--- config.mk ---
export PLATFORM = sky130hd
export DESIGN_NAME = rgb_led_arbiter
export DESIGN_NICKNAME = d
export VERILOG_FILES = /design/src/rtl/led_ctrl_pkg.sv /design/src/rtl/led_pwm_channel.sv /design/src/rtl/rgb_led_arbiter.sv
export SDC_FILE = /design/constraint.sdc
export NUM_CORES = 1
export LEC_CHECK = 0
export ABC_AREA = 1
export BUFFER_PORTS_ARGS = -buffer_cell sky130_fd_sc_hd__buf_2
export CORE_MARGIN = 2
export CORE_UTILIZATION = 58
export CTS_BUF_LIST = sky130_fd_sc_hd__clkbuf_16
export DETAILED_ROUTE_END_ITERATION = 8
export HOLD_SLACK_MARGIN = 0.08
export PLACE_DENSITY = 0.84
export SYNTH_ARGS = -nofsm -noshare
export SYNTH_HDL_FRONTEND = slang
export SYNTH_HIERARCHICAL = 1
export SYNTH_SLANG_ARGS = --single-unit
--- constraint.sdc ---
create_clock -name clk -period 2.4 [get_ports clk]
set_clock_uncertainty 0.1 [all_clocks]
set_input_delay 0.36 -clock clk [delete_from_list [all_inputs] [get_ports clk]]
set_output_delay 0.36 -clock clk [all_outputs]
set_load 0.01 [all_outputs]
--- src/rtl/led_ctrl_pkg.sv ---
// Shared types and defaults for the RGB LED arbiter: FSM states, default sizing
// and the fixed-priority pick helper.
package led_ctrl_pkg;

    typedef enum logic {
        IDLE  = 1'b0,
        OWNED = 1'b1
    } led_state_e;

    localparam int DEFAULT_PWM_BITS    = 8;
    localparam int DEFAULT_HOLD_CYCLES = 12_000_000;
    localparam int DEFAULT_BLINK_BITS  = 24;
    localparam int MAX_REQ             = 32;

    // Isolates the lowest set bit (highest priority); x & -x in two's complement.
    function automatic logic [MAX_REQ-1:0] prio_pick(input logic [MAX_REQ-1:0] req_vec);
        return req_vec & (~req_vec + MAX_REQ'(1));
    endfunction

endpackage

--- src/rtl/led_pwm_channel.sv ---
// One LED colour channel: duty latched at the PWM period boundary, compared
// against the shared counter, and registered onto the active-low pin.
module led_pwm_channel
    import led_ctrl_pkg::*;
#(
    parameter int PWM_BITS = DEFAULT_PWM_BITS
) (
    input  logic                clk,
    input  logic                rst,
    input  logic [PWM_BITS-1:0] pwm_cnt,
    input  logic                wrap,
    input  logic                clear,
    input  logic [PWM_BITS-1:0] duty_in,
    input  logic                force_off,
    output logic                led_n
);

    logic [PWM_BITS-1:0] duty_q, duty_d;
    logic                led_n_q, led_n_d;

    // Duty only moves on the wrap edge so a period is never cut short.
    always_comb begin
        duty_d  = duty_q;
        led_n_d = 1'b1;
        if (clear) begin
            duty_d = '0;
        end else if (wrap) begin
            duty_d = duty_in;
        end
        led_n_d = ~((pwm_cnt < duty_q) & ~force_off);
    end

    always_ff @(posedge clk) begin
        if (rst) begin
            duty_q  <= '0;
            led_n_q <= 1'b1;
        end else begin
            duty_q  <= duty_d;
            led_n_q <= led_n_d;
        end
    end

    assign led_n = led_n_q;

endmodule

--- src/rtl/rgb_led_arbiter.sv ---
// Shares one RGB LED between prioritised requesters with a minimum ownership
// time, then dims and optionally blinks the owner's colour.
module rgb_led_arbiter
    import led_ctrl_pkg::*;
#(
    parameter int NUM_REQ     = 3,
    parameter int PWM_BITS    = DEFAULT_PWM_BITS,
    parameter int HOLD_CYCLES = DEFAULT_HOLD_CYCLES,
    parameter int BLINK_BITS  = DEFAULT_BLINK_BITS
) (
    input  logic                          clk,
    input  logic                          rst,
    input  logic [NUM_REQ-1:0]            req,
    input  logic [NUM_REQ*3*PWM_BITS-1:0] rgb_in,
    input  logic [NUM_REQ-1:0]            blink_in,
    output logic [NUM_REQ-1:0]            grant,
    output logic                          busy,
    output logic                          led_r_n,
    output logic                          led_g_n,
    output logic                          led_b_n
);

    localparam int HOLD_W  = (HOLD_CYCLES > 1) ? $clog2(HOLD_CYCLES) : 1;
    localparam int SLICE_W = 3 * PWM_BITS;
    localparam logic [HOLD_W-1:0] HOLD_RELOAD = HOLD_W'(HOLD_CYCLES - 1);

    led_state_e            state_q, state_d;
    logic [NUM_REQ-1:0]    grant_q, grant_d;
    logic                  busy_q;
    logic [HOLD_W-1:0]     hold_cnt_q, hold_cnt_d;
    logic [PWM_BITS-1:0]   pwm_cnt_q, pwm_cnt_d;
    logic [BLINK_BITS-1:0] blink_cnt_q, blink_cnt_d;

    logic [NUM_REQ-1:0]    higher_req;
    logic                  owner_req;
    logic [SLICE_W-1:0]    owner_rgb;
    logic                  owner_blink;
    logic                  blink_off;
    logic                  pwm_wrap;

    // grant - 1 on a one-hot vector masks every index above the owner's priority.
    assign owner_req  = |(req & grant_q);
    assign higher_req = req & (grant_q - NUM_REQ'(1));

    always_comb begin
        state_d    = state_q;
        grant_d    = grant_q;
        hold_cnt_d = hold_cnt_q;
        case (state_q)
            IDLE: begin
                if (|req) begin
                    grant_d    = NUM_REQ'(prio_pick(MAX_REQ'(req)));
                    hold_cnt_d = HOLD_RELOAD;
                    state_d    = OWNED;
                end
            end
            OWNED: begin
                if (!owner_req) begin
                    grant_d    = '0;
                    hold_cnt_d = '0;
                    state_d    = IDLE;
                end else if ((hold_cnt_q == '0) && (|higher_req)) begin
                    grant_d    = NUM_REQ'(prio_pick(MAX_REQ'(higher_req)));
                    hold_cnt_d = HOLD_RELOAD;
                end else if (hold_cnt_q != '0) begin
                    hold_cnt_d = hold_cnt_q - HOLD_W'(1);
                end
            end
        endcase
    end

    always_comb begin
        pwm_cnt_d   = pwm_cnt_q + PWM_BITS'(1);
        blink_cnt_d = blink_cnt_q + BLINK_BITS'(1);
        pwm_wrap    = &pwm_cnt_q;
    end

    always_comb begin
        owner_rgb   = '0;
        owner_blink = 1'b0;
        for (int i = 0; i < NUM_REQ; i++) begin
            if (grant_q[i]) begin
                owner_rgb   = rgb_in[i*SLICE_W +: SLICE_W];
                owner_blink = blink_in[i];
            end
        end
    end

    assign blink_off = owner_blink & blink_cnt_q[BLINK_BITS-1];

    always_ff @(posedge clk) begin
        if (rst) begin
            state_q     <= IDLE;
            grant_q     <= '0;
            busy_q      <= 1'b0;
            hold_cnt_q  <= '0;
            pwm_cnt_q   <= '0;
            blink_cnt_q <= '0;
        end else begin
            state_q     <= state_d;
            grant_q     <= grant_d;
            busy_q      <= |grant_d;
            hold_cnt_q  <= hold_cnt_d;
            pwm_cnt_q   <= pwm_cnt_d;
            blink_cnt_q <= blink_cnt_d;
        end
    end

    assign grant = grant_q;
    assign busy  = busy_q;

    led_pwm_channel #(.PWM_BITS(PWM_BITS)) u_red (
        .clk       (clk),
        .rst       (rst),
        .pwm_cnt   (pwm_cnt_q),
        .wrap      (pwm_wrap),
        .clear     (~busy_q),
        .duty_in   (owner_rgb[2*PWM_BITS +: PWM_BITS]),
        .force_off (blink_off),
        .led_n     (led_r_n)
    );

    led_pwm_channel #(.PWM_BITS(PWM_BITS)) u_green (
        .clk       (clk),
        .rst       (rst),
        .pwm_cnt   (pwm_cnt_q),
        .wrap      (pwm_wrap),
        .clear     (~busy_q),
        .duty_in   (owner_rgb[PWM_BITS +: PWM_BITS]),
        .force_off (blink_off),
        .led_n     (led_g_n)
    );

    led_pwm_channel #(.PWM_BITS(PWM_BITS)) u_blue (
        .clk       (clk),
        .rst       (rst),
        .pwm_cnt   (pwm_cnt_q),
        .wrap      (pwm_wrap),
        .clear     (~busy_q),
        .duty_in   (owner_rgb[0 +: PWM_BITS]),
        .force_off (blink_off),
        .led_n     (led_b_n)
    );

endmodule
==> metrics.yaml, run 1 <==
synthesis:
  synth_top_family_by_area: "simple AND/OR/NAND/NOR gates"
  yosys-top-cells-count: "nand2_1 (189), nor2_1 (116), inv_1 (92), dfxtp_1 (88), o21ai_0 (57)"
  ys_warn_count: 6
  synthAdderAreaFrac_pct: 5.87
  synth.area.mux_share_pct: 0
  synth.yosys.seq_area_share_pct: 31.8
  yosysUniqueCellTypes: 40
  avgSynthCellArea_sq_um: 6.78
  async_reset_ff_share_pct: 0
  synth-simple-area-share_pct: 32.7
  synth_top_area_cell: "dfxtp_1"
  synth.most_common_cell: "nand2_1"
  syn_area_sq_um: 5540
  synth_top_area_share_pct: 31.8
  ys_seq_elements: 88
  synth_xor_xnor_area_share_pct: 0.474
  synth_cells: 817
  synth_edf_count: 0
  synth-main-ff-cell: "dfxtp_1"
  yosys-top-cells-area: "dfxtp_1 (32%), nand2_1 (13%), nor2_1 (7.9%), inv_1 (6.2%), ha_1 (5.9%)"
  synth_compound_area_share_pct: 19.1
  synth_nets: 923
route:
  drc: 0
  drt_wl_total_mm: 13.2
  post_drt_wl_per_cell_um: 12.8
  route.vias.total: 5510
  drtIter0Drc: 292
  drtAntennaViolNets: 0
  post_drt_via_cell_ratio: 5.35
  drt_first_pass_iters: 5
setup_path:
  path_common_cell: "inv_1"
  critPathSlowestCell: "dfxtp_1"
  critPathCaptureType: "register"
  cp.required_ns: 2.54
  crit_arrival_ns: 2.27
  cp-start-kind: "register"
  critPathMaxFanout: 5
  crit_chain: "inv_1 > ha_1 > inv_1 > or2_1 > nor2_2 > inv_1 > nor2_2 > nand3_1 > nor2_1 > nand3_2 > nand2_1 > nor2_1"
  cpPeakStageDelay_ns: 0.32
  critPathKind: "reg2reg"
  reg2reg_slack_ns: 0.27
place:
  placed_cells: 1013
  portBuffers: 86
  placed_area_sq_um: 6000
  dp_hpwl_mm: 9.58
  pre_cts_slack_ns: 0.325
  gp_congestion: 0.966
die:
  fp.dieW_um: 102
  fp-row-count: 35
  die_y_um: 102
  start_util_pct: 59.9
  core_sq_um: 9240
  die_area_sq_um: 10300
  ios: 87
grt:
  grt_pass1_wl_mm: 22.1
  antenna_found_initial: 0
  grt_pass1_vias: 4892
  grt_usage_pct: 26.4
  grt_overflow: 0
  grt_max_degree: 50
cts:
  cts_buffers: 9
  cts-hold-fix-buffers: 0
  cts.sinks: 88
  cts_resized: 0
  insertion_delay_ns: 0.35
  clk_pin_slew_worst_paths_ns: 0.07
  cts_buffer_depth: 2
  cts_setup_buffers: 0
  cts_tree: "built"
  h-tree-depth: 3
  cts_root_buf: "clkbuf_16"
layout:
  final_layout_size_suffix_gt1_share_pct: 19.6
  antennaDiodeCount: 0
  area_growth_pct: 13.5
  final_cell_count_no_fill: 1029
  final_area_sq_um: 6290
  layout.nets: 1001
timing:
  fmax_ghz: 0.470
  slew_viol_final: 0
  rsz0062_at_grt: "false"
  fin_setup_tns_ns: 0
  fin_ws_ns: 0.273
  timing.final.crit_period_ns: 2.13
  worst_pin_slew_ns: 0.815
  setup_viol: 0
  finalCritPeriodShare_pct: 88.6
  hold_viol: 0
  relSlewSlack_pct: 45.6
power_and_ir_drop:
  ir_worst_vdd_mv: 0.405
  powerDensity_nw_per_um2: 565
  finalPower_w: 0.00355
  p_leak_nw: 2.71
run:
  maxCapViolations: 0
worst_hold_path:
  hold_path_class: "in2reg"
outcome:
  status: "finished clean"
## metal layers
layer  vias to the layer above  GRT usage (%)  routed length (um)
met5                         -              0                   0
met4                         0           9.67                 304
met3                        36           4.07                 946
met2                       212           43.1                5960
met1                      2424           35.4                5990
li1                       2838              -                   -
## path summary, 6_finish.rpt
kind / startpoint / to / depth (start not counted)
max reg2reg: hold_cnt_q[0]$_SDFFE_PP0P_ / hold_cnt_q[22]$_SDFFE_PP0P_ / 12
min reg2reg: blink_cnt_q[0]$_SDFF_PP0_ / blink_cnt_q[0]$_SDFF_PP0_ / 1
max: hold_cnt_q[0]$_SDFFE_PP0P_ / hold_cnt_q[22]$_SDFFE_PP0P_ / 12
min: rgb_in[64] / u_red/duty_q[0]$_SDFFE_PP0P_ / 5
## logic make-up (layout without fill, tap and decap cells)
family | Yosys count | in the layout
AOI/OAI and AO/OA | 163 | 163
xor gates and xnor gates | 3 | 3
adders and majority gates | 26 | 26
buffers and inverters | 126 | 209
DFF | 88 | 88
and+or+nand+nor | 411 | 411
## critical path: cells and delay by family, from the launching register on
family	cells	cell delay [ns]
AND/OR/NAND/NOR	8	1.08
buffers and inverters	3	0.30
adder cells (fa/ha/maj)	1	0.22
flip-flops	1	0.32
## layout make-up
class | instances | area [sq um]
Clock buffer | 9 | 225
Clock inverter | 7 | 62.6
Fill cell | 800 | 2950
Inverter | 100 | 375
Multi-Input combinational cell | 603 | 3220
Sequential cell | 88 | 1760
Tap cell | 129 | 161
Timing Repair Buffer | 93 | 483
## cells in the final DEF (no fill, tap or decap), types with 2 or more instances in the layout
master / synthesis / layout
nor2_1: 116 / 116
inv_6: 0 / 2
nor3_1: 16 / 16
clkinv_4: 0 / 2
inv_8: 0 / 2
nand4_1: 10 / 10
nand3_1: 32 / 32
ha_1: 26 / 26
a21oi_2: 3 / 3
dfxtp_1: 88 / 88
inv_2: 7 / 7
inv_1: 92 / 92
a211oi_2: 21 / 21
a21oi_1: 53 / 53
nand2_1: 189 / 189
xnor2_1: 2 / 2
o21ai_0: 57 / 57
buf_2: 2 / 86
a22oi_1: 24 / 24
clkbuf_16: 0 / 9
nor2_4: 6 / 6
nand2_2: 9 / 9
nand3_2: 2 / 2
or2_1: 4 / 4
nor3b_1: 4 / 4
nor2_2: 12 / 12
nand3b_1: 3 / 3
buf_4: 3 / 7
or2_2: 4 / 4
## state kept, by name, summed over array words and instances, names as in the netlist, 3 cells and up
| signal | flops |
|---|---|
| u_green/duty_q | 8 |
| blink_cnt_q | 24 |
| u_red/duty_q | 8 |
| u_blue/duty_q | 8 |
| hold_cnt_q | 24 |
| pwm_cnt_q | 8 |
| grant | 3 |
## power breakdown
group	leakage, nW	internal [W]	switching [W]
sequential	0.717	0.00152	0.0000686
combinational	1.85	0.000228	0.000376
clock	0.144	0.000726	0.000640
total	2.71	0.00247	0.00108
## stage by stage
step | hold WS [ns] | util (%)
after floorplan | 0.318 | -
after global placement | 0.328 | 64.9
after detailed placement | 0.337 | 64.9
after CTS | 0.321 | 68.1
after global routing | 0.363 | 68.1
final | 0.320 | 68.1
No activity file was read; power rests on OpenSTA's default activity.
==> run 2: changes to the inputs <==
--- a/config.mk
+++ b/config.mk
@@ -7,12 +7,14 @@
 export LEC_CHECK = 0
 export ABC_AREA = 1
 export BUFFER_PORTS_ARGS = -buffer_cell sky130_fd_sc_hd__buf_2
+export CELL_PAD_IN_SITES_DETAIL_PLACEMENT = 1
+export CELL_PAD_IN_SITES_GLOBAL_PLACEMENT = 2
 export CORE_MARGIN = 2
-export CORE_UTILIZATION = 58
+export CORE_UTILIZATION = 31
 export CTS_BUF_LIST = sky130_fd_sc_hd__clkbuf_16
 export DETAILED_ROUTE_END_ITERATION = 8
 export HOLD_SLACK_MARGIN = 0.08
-export PLACE_DENSITY = 0.84
+export PLACE_DENSITY = 0.82
 export SYNTH_ARGS = -nofsm -noshare
 export SYNTH_HDL_FRONTEND = slang
 export SYNTH_HIERARCHICAL = 1
==> metrics.yaml, run 2 (synthesis results as in run 1) <==
setup_path:
  crit_arrival_ns: 2.31  # was 2.27 ns
  critPathLaunch: "grant[1]$_SDFF_PP0_"  # was hold_cnt_q[0]$_SDFFE_PP0P_
  critPathCaptureType: "register"  # unchanged
  cp.required_ns: 2.58  # was 2.54 ns
  critPathKind: "reg2reg"  # unchanged
  r2r-start: "grant[1]$_SDFF_PP0_"  # was hold_cnt_q[0]$_SDFFE_PP0P_
  reg2reg_to: "hold_cnt_q[16]$_SDFFE_PP0P_"  # was hold_cnt_q[22]$_SDFFE_PP0P_
  critPathMaxFanout: 18  # was 5
  reg2reg_depth: 13  # was 12
  cp-start-kind: "register"  # unchanged
  reg2reg_slack_ns: 0.27  # about the same
timing:
  fmax_ghz: 0.470  # about the same
  setup_viol: 0  # unchanged
  rsz0062_at_grt: "false"  # unchanged
  slew_viol_final: 0  # unchanged
  hold_viol: 0  # unchanged
  timing.final.crit_period_ns: 2.13  # about the same
  worst_pin_slew_ns: 0.583  # was 0.815 ns
  relSlewSlack_pct: 61.1  # was 45.6%
  finalCritPeriodShare_pct: 88.7  # was 88.6%
  fin_setup_tns_ns: 0  # unchanged
layout:
  final_cell_mix: "nand2_1 (189), nor2_1 (116), inv_1 (92)"  # unchanged
  area_growth_pct: 16.9  # was 13.5%
  top_regs: "blink_cnt_q (24), hold_cnt_q (24)"  # unchanged
  postLayoutCoreUtil_pct: 37.3  # was 68.1%
  layout_commonest_cell: "nand2_1"  # unchanged
  fillers: 2272  # was 800
  final_layout_size_suffix_gt1_share_pct: 19.9  # was 19.6%
  final_area_sq_um: 6470  # was 6290 sq um
  layout.nets: 1006  # was 1001
grt:
  grt_pass1_vias: 5274  # was 4892
  grt_max_degree: 38  # was 50
  grt_usage_pct: 17.4  # was 26.4%
  grt_overflow: 0  # unchanged
  grt_pass1_wl_mm: 26.0  # was 22.1 mm
  antenna_found_initial: 0  # unchanged
cts:
  insertion_delay_ns: 0.35  # about the same
  clk_pin_slew_worst_paths_ns: 0.07  # about the same
  cts_buffers: 9  # unchanged
  h-tree-depth: 3  # unchanged
  cts_setup_buffers: 0  # unchanged
  cts-hold-fix-buffers: 0  # unchanged
  cts.sinks: 88  # unchanged
  cts_resized: 0  # unchanged
  cts_root_buf: "clkbuf_16"  # unchanged
  cts_tree: "built"  # unchanged
  cts_buffer_depth: 2  # unchanged
worst_hold_path:
  hold_path_class: "in2reg"  # unchanged
  hp-start: "rgb_in[56]"  # was rgb_in[64]
  hold_depth: 5  # unchanged
  min_to: "u_green/duty_q[0]$_SDFFE_PP0P_"  # was u_red/duty_q[0]$_SDFFE_PP0P_
route:
  route.vias.total: 5365  # was 5510
  post_drt_via_cell_ratio: 4.74  # was 5.35
  drtIter0Drc: 152  # was 292
  drt_wl_total_mm: 16.1  # was 13.2 mm
  post_drt_wl_per_cell_um: 14.2  # was 12.8 um
  drt_first_pass_iters: 4  # was 5
  drc: 0  # unchanged
  drtAntennaViolNets: 0  # unchanged
power_and_ir_drop:
  comb_power_share_pct: 17.3  # was 17.0%
  power.internal_w: 0.00257  # was 0.00247 W
  clkPwrFrac_pct: 39.7  # was 38.4%
  p_sw_w: 0.00110  # was 0.00108 W
  switching_share_pct: 30.0  # was 30.5%
  pwr-share-seq_pct: 43.0  # was 44.6%
  powerDensity_nw_per_um2: 567  # was 565 nW/um^2
  ir_worst_vdd_mv: 0.325  # was 0.405 mV
  p_leak_nw: 2.74  # was 2.71 nW
die:
  core_sq_um: 17400  # was 9240 sq um
  fp-row-count: 48  # was 35
  die_area_sq_um: 19000  # was 10300 sq um
  ios: 87  # unchanged
  start_util_pct: 31.9  # was 59.9%
  die_y_um: 138  # was 102 um
  fp.dieW_um: 138  # was 102 um
place:
  gp_congestion: 0.770  # was 0.966
  portBuffers: 86  # unchanged
  placed_area_sq_um: 6170  # was 6000 sq um
  dp_hpwl_mm: 12.5  # was 9.58 mm
outcome:
  status: "finished clean"  # unchanged
run:
  maxCapViolations: 0  # unchanged
run 2: final cells by class:
type / count / area, sq um / share of cell area, %
clock buffer: 9 / 225 / 3.48
sequential: 88 / 1760 / 27.2
antenna: 1 / 2.50 / 0.0386
clock inverter: 7 / 76.3 / 1.18
multi-input combinational: 603 / 3220 / 49.7
timing repair buffer: 98 / 533 / 8.23
inverter: 100 / 375 / 5.80
tap: 225 / 282 / 4.35
run 2: per-layer routing:
metal,vias up,track usage (%),wire (um)
met1,2463,23.9,8080
met2,49,28.5,7380
met4,0,5.27,193
met3,14,2.32,397
li1,2839,-,-
met5,-,0,0
run 2: critical path: stages (launching register included):
cell and delay, ns:
dfxtp_1 0.39, inv_1 0.07, ha_1 0.27, inv_1 0.05
nand2_1 0.05, nand2_1 0.07, inv_1 0.05, nand2_2 0.11
nor2_1 0.06, nand2_2 0.08, nand2_4 0.16, nor2_4 0.34
nand2_1 0.11, a21oi_2 0.14
run 2: through the flow:
step / setup WS (ns) / hold slack, ns / power, W / std cells
finish: 0.271 / 0.315 / 0.00367 / 1131
global route: 0.0376 / 0.358 / 0.00389 / 1130
CTS: 0.253 / 0.302 / 0.00374 / 1130
detailed placement: 0.266 / 0.344 / 0.00225 / 1114
global placement: 0.307 / 0.336 / 0.00225 / 1114
floorplan: 0.266 / 0.318 / 0.00203 / 817
run 2: power by group through the flow:
stage	clock network, W	registers (W)	logic, W
after global routing	0.00157	0.00159	0.000732
after floorplan	0	0.00160	0.000431
final	0.00146	0.00158	0.000636
after CTS	0.00151	0.00158	0.000645
after detailed placement	0	0.00161	0.000640
after global placement	0	0.00161	0.000635
run 2: worst max path at each step:
stage / to
floorplan: hold_cnt_q[18]$_SDFFE_PP0P_
global placement: hold_cnt_q[20]$_SDFFE_PP0P_
detailed placement: hold_cnt_q[10]$_SDFFE_PP0P_
CTS: hold_cnt_q[5]$_SDFFE_PP0P_
global route: hold_cnt_q[20]$_SDFFE_PP0P_
finish: hold_cnt_q[16]$_SDFFE_PP0P_
==> run 3: changes to the inputs <==
--- a/config.mk
+++ b/config.mk
@@ -14,8 +14,7 @@
 export CTS_BUF_LIST = sky130_fd_sc_hd__clkbuf_16
 export DETAILED_ROUTE_END_ITERATION = 8
 export HOLD_SLACK_MARGIN = 0.08
-export PLACE_DENSITY = 0.82
+export PLACE_DENSITY = 0.84
 export SYNTH_ARGS = -nofsm -noshare
 export SYNTH_HDL_FRONTEND = slang
-export SYNTH_HIERARCHICAL = 1
 export SYNTH_SLANG_ARGS = --single-unit
==> metrics.yaml, run 3 <==
outcome:
  status: "finished clean"  # unchanged
grt:
  grt_usage_pct: 19.5  # was 17.4%
  grt_overflow: 0  # unchanged
  grt_pass1_vias: 5464  # was 5274
  antenna_found_initial: 0  # unchanged
  grt_pass1_wl_mm: 28.1  # was 26.0 mm
  grt_max_degree: 49  # was 38
timing:
  rsz0062_at_grt: "false"  # unchanged
  relSlewSlack_pct: 67.0  # was 61.1%
  setup_viol: 0  # unchanged
  hold_viol: 0  # unchanged
  timing.final.crit_period_ns: 2.16  # was 2.13 ns
  worst_pin_slew_ns: 0.493  # was 0.583 ns
  finalCritPeriodShare_pct: 90.0  # was 88.7%
  fmax_ghz: 0.463  # was 0.470 GHz
  slew_viol_final: 0  # unchanged
  fin_setup_tns_ns: 0  # unchanged
layout:
  layout.nets: 1008  # was 1006
  antennaDiodeCount: 0  # was 1
  area_growth_pct: 18.2  # was 16.9%
  final_cell_mix: "nand2_1 (183), nor2_1 (119), inv_1 (92)"  # was nand2_1 (189), nor2_1 (116), inv_1 (92)
  final_layout_size_suffix_gt1_share_pct: 15.0  # was 19.9%
  layout_commonest_cell: "nand2_1"  # unchanged
  final_area_sq_um: 6310  # was 6470 sq um
  fillers: 2204  # was 2272
  top_regs: "blink_cnt_q (24), hold_cnt_q (24)"  # unchanged
synthesis:
  synth_edf_count: 0  # unchanged
  synth.most_common_cell: "nand2_1"  # unchanged
  yosysUniqueCellTypes: 34  # was 40
  synth_cells: 823  # was 817
  synth.yosys.seq_area_share_pct: 33.0  # was 31.8%
  ys_warn_count: 0  # was 6
  yosys-top-cells-area: "dfxtp_1 (33%), nand2_1 (13%), nor2_1 (8.4%), a21oi_1 (6.7%), inv_1 (6.4%)"  # was dfxtp_1 (32%), nand2_1 (13%), nor2_1 (7.9%), inv_1 (6.2%), ha_1 (5.9%)
  yosys-top-cells-count: "nand2_1 (183), nor2_1 (120), inv_1 (91), dfxtp_1 (88), a21oi_1 (72)"  # was nand2_1 (189), nor2_1 (116), inv_1 (92), dfxtp_1 (88), o21ai_0 (57)
  avgSynthCellArea_sq_um: 6.49  # was 6.78 sq um
  synth_top_area_share_pct: 33.0  # was 31.8%
  async_reset_ff_share_pct: 0  # unchanged
  synth_nets: 929  # was 923
  syn_area_sq_um: 5340  # was 5540 sq um
  synth-main-ff-cell: "dfxtp_1"  # unchanged
  ys_seq_elements: 88  # unchanged
  synth_top_area_cell: "dfxtp_1"  # unchanged
place:
  portBuffers: 86  # unchanged
  gp_congestion: 0.828  # was 0.770
  dp_hpwl_mm: 13.2  # was 12.5 mm
  placed_area_sq_um: 6010  # was 6170 sq um
die:
  ios: 87  # unchanged
  start_util_pct: 32.0  # was 31.9%
  fp.dieW_um: 135  # was 138 um
  die_y_um: 135  # was 138 um
  core_sq_um: 16700  # was 17400 sq um
  die_area_sq_um: 18300  # was 19000 sq um
  fp-row-count: 47  # was 48
cts:
  cts_tree: "built"  # unchanged
  insertion_delay_ns: 0.35  # about the same
  h-tree-depth: 3  # unchanged
  cts.sinks: 88  # unchanged
  cts_buffers: 9  # unchanged
  clk_pin_slew_worst_paths_ns: 0.07  # about the same
  cts_root_buf: "clkbuf_16"  # unchanged
  cts_buffer_depth: 2  # unchanged
  cts-hold-fix-buffers: 0  # unchanged
route:
  top_layer: "met4"  # unchanged
  wl_met3_um: 481  # was 397 um
  drt_wl_total_mm: 17.1  # was 16.1 mm
  drtIter0Drc: 220  # was 152
  drtAntennaViolNets: 0  # unchanged
  post_drt_via_cell_ratio: 4.90  # was 4.74
  drc: 0  # unchanged
  post_drt_wl_per_cell_um: 15.2  # was 14.2 um
  wl_met1_mm: 8.66  # was 8.08 mm
  drt_first_pass_iters: 4  # unchanged
  route.vias.total: 5519  # was 5365
  wl_met2_mm: 7.85  # was 7.38 mm
setup_path:
  critPathKind: "reg2reg"  # unchanged
  crit_arrival_ns: 2.34  # was 2.31 ns
  critPathCaptureType: "register"  # unchanged
  cp-start-kind: "register"  # unchanged
  critPathMaxFanout: 14  # was 18
  cp.required_ns: 2.58  # about the same
power_and_ir_drop:
  ir_worst_vdd_mv: 0.376  # was 0.325 mV
  powerDensity_nw_per_um2: 583  # was 567 nW/um^2
  p_leak_nw: 2.69  # was 2.74 nW
run:
  maxCapViolations: 0  # unchanged
worst_hold_path:
  hold_path_class: "in2reg"  # unchanged
run 3: where the power goes:
part / switching (W) / internal [W] / total (W)
Sequential: 0.0000617 / 0.00152 / 0.00158
Combinational: 0.000422 / 0.000238 / 0.000660
Clock: 0.000634 / 0.000809 / 0.00144
run 3: critical path, stage by stage (launching register included):
cell and delay (ns):
dfxtp_1 0.32, inv_1 0.10, ha_1 0.22, inv_1 0.06
nor2_1 0.08, nand2_1 0.05, nor2_1 0.19, nand2_2 0.09
nor2_4 0.10, nand2_2 0.06, nand2_2 0.15, inv_6 0.09
nand2_1 0.18, nand2_1 0.15, a21oi_1 0.14
run 3: stage by stage:
step / power, W / cells / hold slack [ns] / util (%) / worst slack (ns)
finish: 0.00368 / 1127 / 0.246 / 37.8 / 0.239
global route: 0.00391 / 1127 / 0.254 / 37.8 / 0.0409
CTS: 0.00374 / 1127 / 0.243 / 37.8 / 0.0957
detailed placement: 0.00227 / 1111 / 0.335 / 36.0 / 0.114
global placement: 0.00227 / 1111 / 0.327 / 36.0 / 0.163
floorplan: 0.00203 / 823 / 0.318 / - / 0.0697
run 3: path summary, 6_finish.rpt:
kind | startpoint | endpoint | slack (ns) | depth (start not counted)
worst max-delay path | hold_cnt_q[0]$_SDFFE_PP0P_ | hold_cnt_q[15]$_SDFFE_PP0P_ | 0.24 | 14
worst min-delay path | rgb_in[53] | u_blue.duty_q[5]$_SDFFE_PP0P_ | 0.25 | 3
worst max register to register | hold_cnt_q[0]$_SDFFE_PP0P_ | hold_cnt_q[15]$_SDFFE_PP0P_ | 0.24 | 14
worst min register to register | blink_cnt_q[0]$_SDFF_PP0_ | blink_cnt_q[0]$_SDFF_PP0_ | 0.35 | 1
run 3: what timing repair did:
action	in CTS	in global routing
buffers inserted	0	0
resized for setup	0	1
endpoints found under the setup margin	0	16
run 3: layer usage:
| layer | up-vias | global-route usage (%) |
|---|---|---|
| li1 | 2869 | - |
| met1 | 2583 | 27.2 |
| met2 | 57 | 31.8 |
| met3 | 10 | 3.74 |
| met4 | 0 | 3.47 |
| met5 | - | 0 |
run 3: layout make-up:
class	instances	area (sq um)	share of cell area, %
well taps	220	275	4.36
clock buffers	9	225	3.57
multi-input cells	606	3060	48.4
inverters	96	367	5.81
clock inverters	7	71.3	1.13
repair buffers	101	556	8.80
flip-flops and latches	88	1760	27.9
run 3: cell families after synthesis:
| kind of cell | count (synthesis) | synth area share, % |
|---|---|---|
| AOI/OAI and AO/OA | 147 | 15.4 |
| and+or+nand+nor | 424 | 34.0 |
| adders and majority gates | 26 | 6.09 |
| xor gates and xnor gates | 9 | 1.48 |
| DFF | 88 | 33.0 |
| buffers and inverters | 129 | 9.98 |
